**src/rtl/spe_omem_arbiter.sv**
```systemverilog
// Round-robin arbiter sharing the single OMEM port among N_SPE sum PEs.
// One transaction in flight; reads hold the port until the response is delivered.
module spe_omem_arbiter #(
  parameter int N_SPE      = 4,
  parameter int PKT_W      = 33,
  parameter int OMEM_ID    = 12,
  parameter int PE_ID_BASE = 0
) (
  input  logic                   clk,
  input  logic                   rst_n,
  input  logic [N_SPE-1:0]       req_valid,
  output logic [N_SPE-1:0]       req_ready,
  input  logic [N_SPE*PKT_W-1:0] req_packet,
  output logic                   mem_valid,
  input  logic                   mem_ready,
  output logic [PKT_W-1:0]       mem_packet,
  input  logic                   mem_rsp_valid,
  output logic                   mem_rsp_ready,
  input  logic [24:0]            mem_rsp_data,
  output logic [N_SPE-1:0]       rsp_valid,
  input  logic [N_SPE-1:0]       rsp_ready,
  output logic [24:0]            rsp_data,
  output logic                   err,
  output logic [15:0]            txn_count
);
  localparam int PW = $clog2(N_SPE);

  typedef enum logic [1:0] {IDLE, ISSUE, WAIT_RSP, DELIVER} state_t;

  state_t           state, state_nxt;
  logic [PW-1:0]    rr_ptr, g, win;
  logic             found, accept, bad, done;
  logic [PKT_W-1:0] pkt, sel_pkt;
  int               idx;

  // Rotating priority search starting at rr_ptr.
  always_comb begin
    win   = '0;
    found = 1'b0;
    idx   = 0;
    for (int k = 0; k < N_SPE; k++) begin
      idx = int'(rr_ptr) + k;
      if (idx >= N_SPE) idx = idx - N_SPE;
      if (!found && req_valid[idx]) begin
        win   = PW'(idx);
        found = 1'b1;
      end
    end
  end

  assign sel_pkt = req_packet[int'(win)*PKT_W +: PKT_W];
  assign accept  = (state == IDLE) && found;
  // Packet is forwarded regardless; a mismatch only raises the sticky flag.
  assign bad     = (sel_pkt[32:29] != 4'(OMEM_ID)) ||
                   (sel_pkt[28:26] != 3'(PE_ID_BASE + int'(win)));

  always_comb begin
    state_nxt     = state;
    req_ready     = '0;
    mem_rsp_ready = 1'b0;
    rsp_valid     = '0;
    done          = 1'b0;
    case (state)
      IDLE: if (found) begin
        req_ready[win] = 1'b1;
        state_nxt      = ISSUE;
      end
      ISSUE: if (mem_ready) begin
        if (pkt[25]) state_nxt = WAIT_RSP;
        else begin
          done      = 1'b1;
          state_nxt = IDLE;
        end
      end
      WAIT_RSP: begin
        mem_rsp_ready = 1'b1;
        if (mem_rsp_valid) state_nxt = DELIVER;
      end
      DELIVER: begin
        rsp_valid[g] = 1'b1;
        if (rsp_ready[g]) begin
          done      = 1'b1;
          state_nxt = IDLE;
        end
      end
      default: state_nxt = IDLE;
    endcase
  end

  assign mem_valid  = (state == ISSUE);
  assign mem_packet = pkt;

  always_ff @(posedge clk or negedge rst_n) begin
    if (!rst_n) begin
      state     <= IDLE;
      rr_ptr    <= '0;
      g         <= '0;
      pkt       <= '0;
      rsp_data  <= '0;
      err       <= 1'b0;
      txn_count <= '0;
    end else begin
      state <= state_nxt;
      if (accept) begin
        pkt <= sel_pkt;
        g   <= win;
      end
      if (state == WAIT_RSP && mem_rsp_valid) rsp_data <= mem_rsp_data;
      if ((accept && bad) || (mem_rsp_valid && state != WAIT_RSP)) err <= 1'b1;
      if (done) begin
        rr_ptr    <= (g == PW'(N_SPE-1)) ? '0 : g + 1'b1;
        txn_count <= txn_count + 16'd1;
      end
    end
  end
endmodule
```
**config.mk**
```make
export PLATFORM = sky130hd
export DESIGN_NAME = spe_omem_arbiter
export DESIGN_NICKNAME = d
export VERILOG_FILES = /design/src/rtl/spe_omem_arbiter.sv
export SDC_FILE = /design/constraint.sdc
export NUM_CORES = 1
export LEC_CHECK = 0
export CAP_MARGIN = 20
export CORE_AREA = 5 5 97 145
export CTS_BUF_LIST = sky130_fd_sc_hd__clkbuf_2
export DETAILED_ROUTE_END_ITERATION = 8
export DIE_AREA = 0 0 102 150
export PLACE_DENSITY = 0.8
export SLEW_MARGIN = 20
export SYNTH_ARGS = -nofsm -noshare
export SYNTH_HDL_FRONTEND = slang
export SYNTH_SLANG_ARGS = --single-unit
export TNS_END_PERCENT = 30
```
**constraint.sdc**
```tcl
create_clock -name clk -period 2.2 [get_ports clk]
set_clock_uncertainty 0.1 [all_clocks]
set_input_delay 0.33 -clock clk [delete_from_list [all_inputs] [get_ports clk]]
set_output_delay 0.33 -clock clk [all_outputs]
set_load 0.02 [all_outputs]
```
==> results.py <==
metrics = {
    "status": {
        "run_status": "complete, but fails checks",
        "violations": "setup timing",
    },
    "power_and_ir_drop": {
        "power.leakage_uw": 0.00366,
        "power_frac_comb": 0.650,
        "p_sw_uw": 4010,
        "seqPwrFrac": 0.264,
        "internal-power_uw": 5630,
        "switching_share": 0.416,
        "p_clk_frac": 0.086,
        "powerDensity_nw_per_um2": 1190,
        "ir_drop_uv": 574,
    },
    "floorplan": {
        "die-area_sq_um": 15300,
        "initial_core_util": 0.351,
        "pin_count": 254,
        "core-area_sq_um": 12700,
        "rows": 51,
        "die_w_um": 102,
        "die_y_um": 150,
    },
    "setup_path": {
        "crit_path_top_delay_cell": "dfrtp_1",
        "cp.required_ns": 1.77,
        "path_cells": "or3_4, buf_4, nand2b_1, nor2_1, buf_4",
        "reg2reg_from": "rr_ptr[1]",
        "worstPathMaxFanout": 3,
        "cp_common_cell": "buf_4",
        "critPathLaunchType": "flip-flop",
        "slowest_delay_ns": 0.45,
        "path_buf_inv": 2,
        "crit_path_end_kind": "output pin",
        "crit_type": "flip-flop to output pin",
        "cp.arrival_ns": 1.97,
        "cpLargestDelayFamily": "simple AND/OR/NAND/NOR gates",
    },
    "flow_run": {
        "maxCapViolations": 0,
    },
    "placement": {
        "place_area_sq_um": 7340,
        "place_hpwl_mm": 12.1,
        "gp_congestion": 0.859,
        "io_buffers": 253,
    },
    "routing": {
        "drc": 0,
        "dr.first_iter.drc_count": 145,
        "detail-route-antenna-nets": 0,
        "viasPerCell": 5.20,
        "routed_wl_mm": 16.5,
        "wl_per_cell_um": 18.0,
        "via_count": 4770,
        "firstDrtPassIters": 4,
    },
    "cts": {
        "clk_latency_ns": 0.53,
        "path_clk_slew_ns": 0.27,
        "clockRootBuffer": "clkbuf_2",
        "clk_path_buf_depth": 2,
        "cts_sinks": 81,
        "cts_buffers": 9,
        "htree_levels": 3,
        "cts_tree": "built",
    },
    "cells_and_area": {
        "drive_above_1_share": 0.248,
        "ff_latch_area_sq_um": 2030,
        "final_nets": 926,
        "nFillCells": 997,
        "multi_input_area_sq_um": 2590,
        "postLayoutCellArea_sq_um": 8100,
        "area_growth_pct": 81.6,
    },
    "yosys": {
        "synthesis.instances": 465,
        "synth-seq-area-share": 0.454,
        "ys.flop_type": "dfrtp_1",
        "synth_edf_count": 0,
        "synth_area_sq_um": 4460,
        "avgSynthCellArea_sq_um": 9.60,
        "synth_most_common_cell": "nand2_1",
        "synthTopCellsByArea": "dfrtp_1, nand2_1, mux2_2",
        "yosys_warnings": 0,
        "yosysTopAreaCell": "dfrtp_1",
        "yosys.area.top_type_share": 0.454,
        "synth_nets": 639,
        "ys_types": 43,
        "ys_seq_elements": 81,
        "synth.top_cells.by_count": "nand2_1, dfrtp_1, and3_1",
        "async_flop_share": 1.00,
    },
    "timing": {
        "finalCriticalPeriod_ns": 2.40,
        "worstMarginPinSlew_ns": 0.535,
        "rsz0062_at_grt": "true",
        "drv_slew": 0,
        "slew_headroom": 0.643,
        "finalSetupViolCount": 32,
        "post-route-period-util": 1.09,
        "fin_setup_tns_ns": -3.03,
        "setup_ws_ns": -0.199,
        "fmaxAchievable_mhz": 417,
        "final-hold-violation-count": 0,
    },
    "global_routing": {
        "grt_max_degree": 47,
        "grt_pass1_wl_mm": 24.1,
        "grt_overflow": 0,
        "grt_pass1_vias": 5020,
        "antenna_found_initial": 1,
        "grtUsageTotal": 0.199,
    },
    "worst_hold_path": {
        "hp-class": "primary input to async pin",
    },
}
[power groups by stage]
stage                     registers [uW]  clock network (uW)  logic [uW]
after CTS                           2530                 866        5700
after floorplan                     3240                   0        2200
after global routing                2630                 914        6660
after detailed placement            2570                   0        5360
final                               2540                 831        6270
after global placement              2530                   0        5240
[timing repair]
item                                    CTS  global route
hold buffers                              1             0
setup buffers                             6             6
pin swaps                                23            36
endpoints found under the setup margin   40            54
gates cloned                              1             4
resized for setup                        73            86
endpoints found under the hold margin    42             0
[worst register-to-register path, delay by kind of cell (launching register included)]
family / cells / cell delay, ns
AOI/OAI and AO/OA: 3 / 0.84
muxes: 1 / 0.17
and+or+nand+nor: 2 / 0.22
DFF: 1 / 0.50
buffers and inverters: 3 / 0.45
[path summary, 6_finish.rpt]
path | slack (ns) | cells after the start | end
worst max-delay path | -0.20 | 5 | req_ready[0]
worst min-delay path | 0.15 | 2 | txn_count[4]
worst max register to register | -0.18 | 9 | err
worst min register to register | 0.39 | 1 | txn_count[15]
max in group asynchronous | 1.19 | 3 | mem_packet[5]
min in group clk | 0.30 | 2 | rsp_data[0]
[sequential cells by signal (all words and copies together), names as in the netlist, named ones only]
name,cells
mem_packet,33
rsp_data,25
txn_count,16
g,2
rr_ptr,2
err,1
state,1
[area by class of cell]
| cell class | instances | area share |
|---|---|---|
| multi-input cells | 346 | 0.320 |
| inverters | 5 | 0.00232 |
| clock inverters | 7 | 0.00957 |
| well taps | 159 | 0.0245 |
| repair buffers | 309 | 0.387 |
| diodes | 1 | 0.000309 |
| clock buffers | 9 | 0.00556 |
| flip-flops and latches | 81 | 0.251 |
[cells by family after synthesis]
logic type	after synthesis	share of synthesized area
and+or+nand+nor	199	0.200
AOI/OAI and AO/OA	81	0.144
DFF	81	0.454
muxes	46	0.115
buffers and inverters	38	0.0435
xor gates and xnor gates	15	0.0294
adders and majority gates	5	0.0140
[per-layer routing]
metal,vias up,track usage,share of wire
met5,-,0,0
met3,30,0.0527,0.081
met4,0,0.0801,0.026
met2,239,0.358,0.53
met1,2286,0.218,0.36
li1,2215,-,-
[cell usage in the layout, fill, tap and decap left out, drive strengths merged, types with 2 or more instances in the layout]
cell,count
dfrtp,81
dlymetal6s2s,2
nor2b,3
and3,35
clkbuf,15
nor3b,3
mux2,32
ha,5
mux2i,13
xor2,3
nand3,13
nor3,6
o21ai,6
a21o,27
clkinv,4
nor2,13
o31ai,2
buf,59
a311oi,26
inv,7
clkdlybuf4s50,240
xnor2,12
a21oi,6
nand2,122
[through the flow]
stage               total power [uW]  setup slack (ns)  hold WS [ns]   util  instances
CTS                             9100            -0.270         0.108  0.604        906
global route                   10200            -0.323         0.108  0.638        917
global placement                7770            -0.696         0.224  0.578        882
floorplan                       5440             0.119       -0.0656      -        465
detailed placement              7920            -0.714         0.231  0.578        882
finish                          9640            -0.199         0.149  0.638        917
Note: power is estimated with default switching activity, not from simulation.
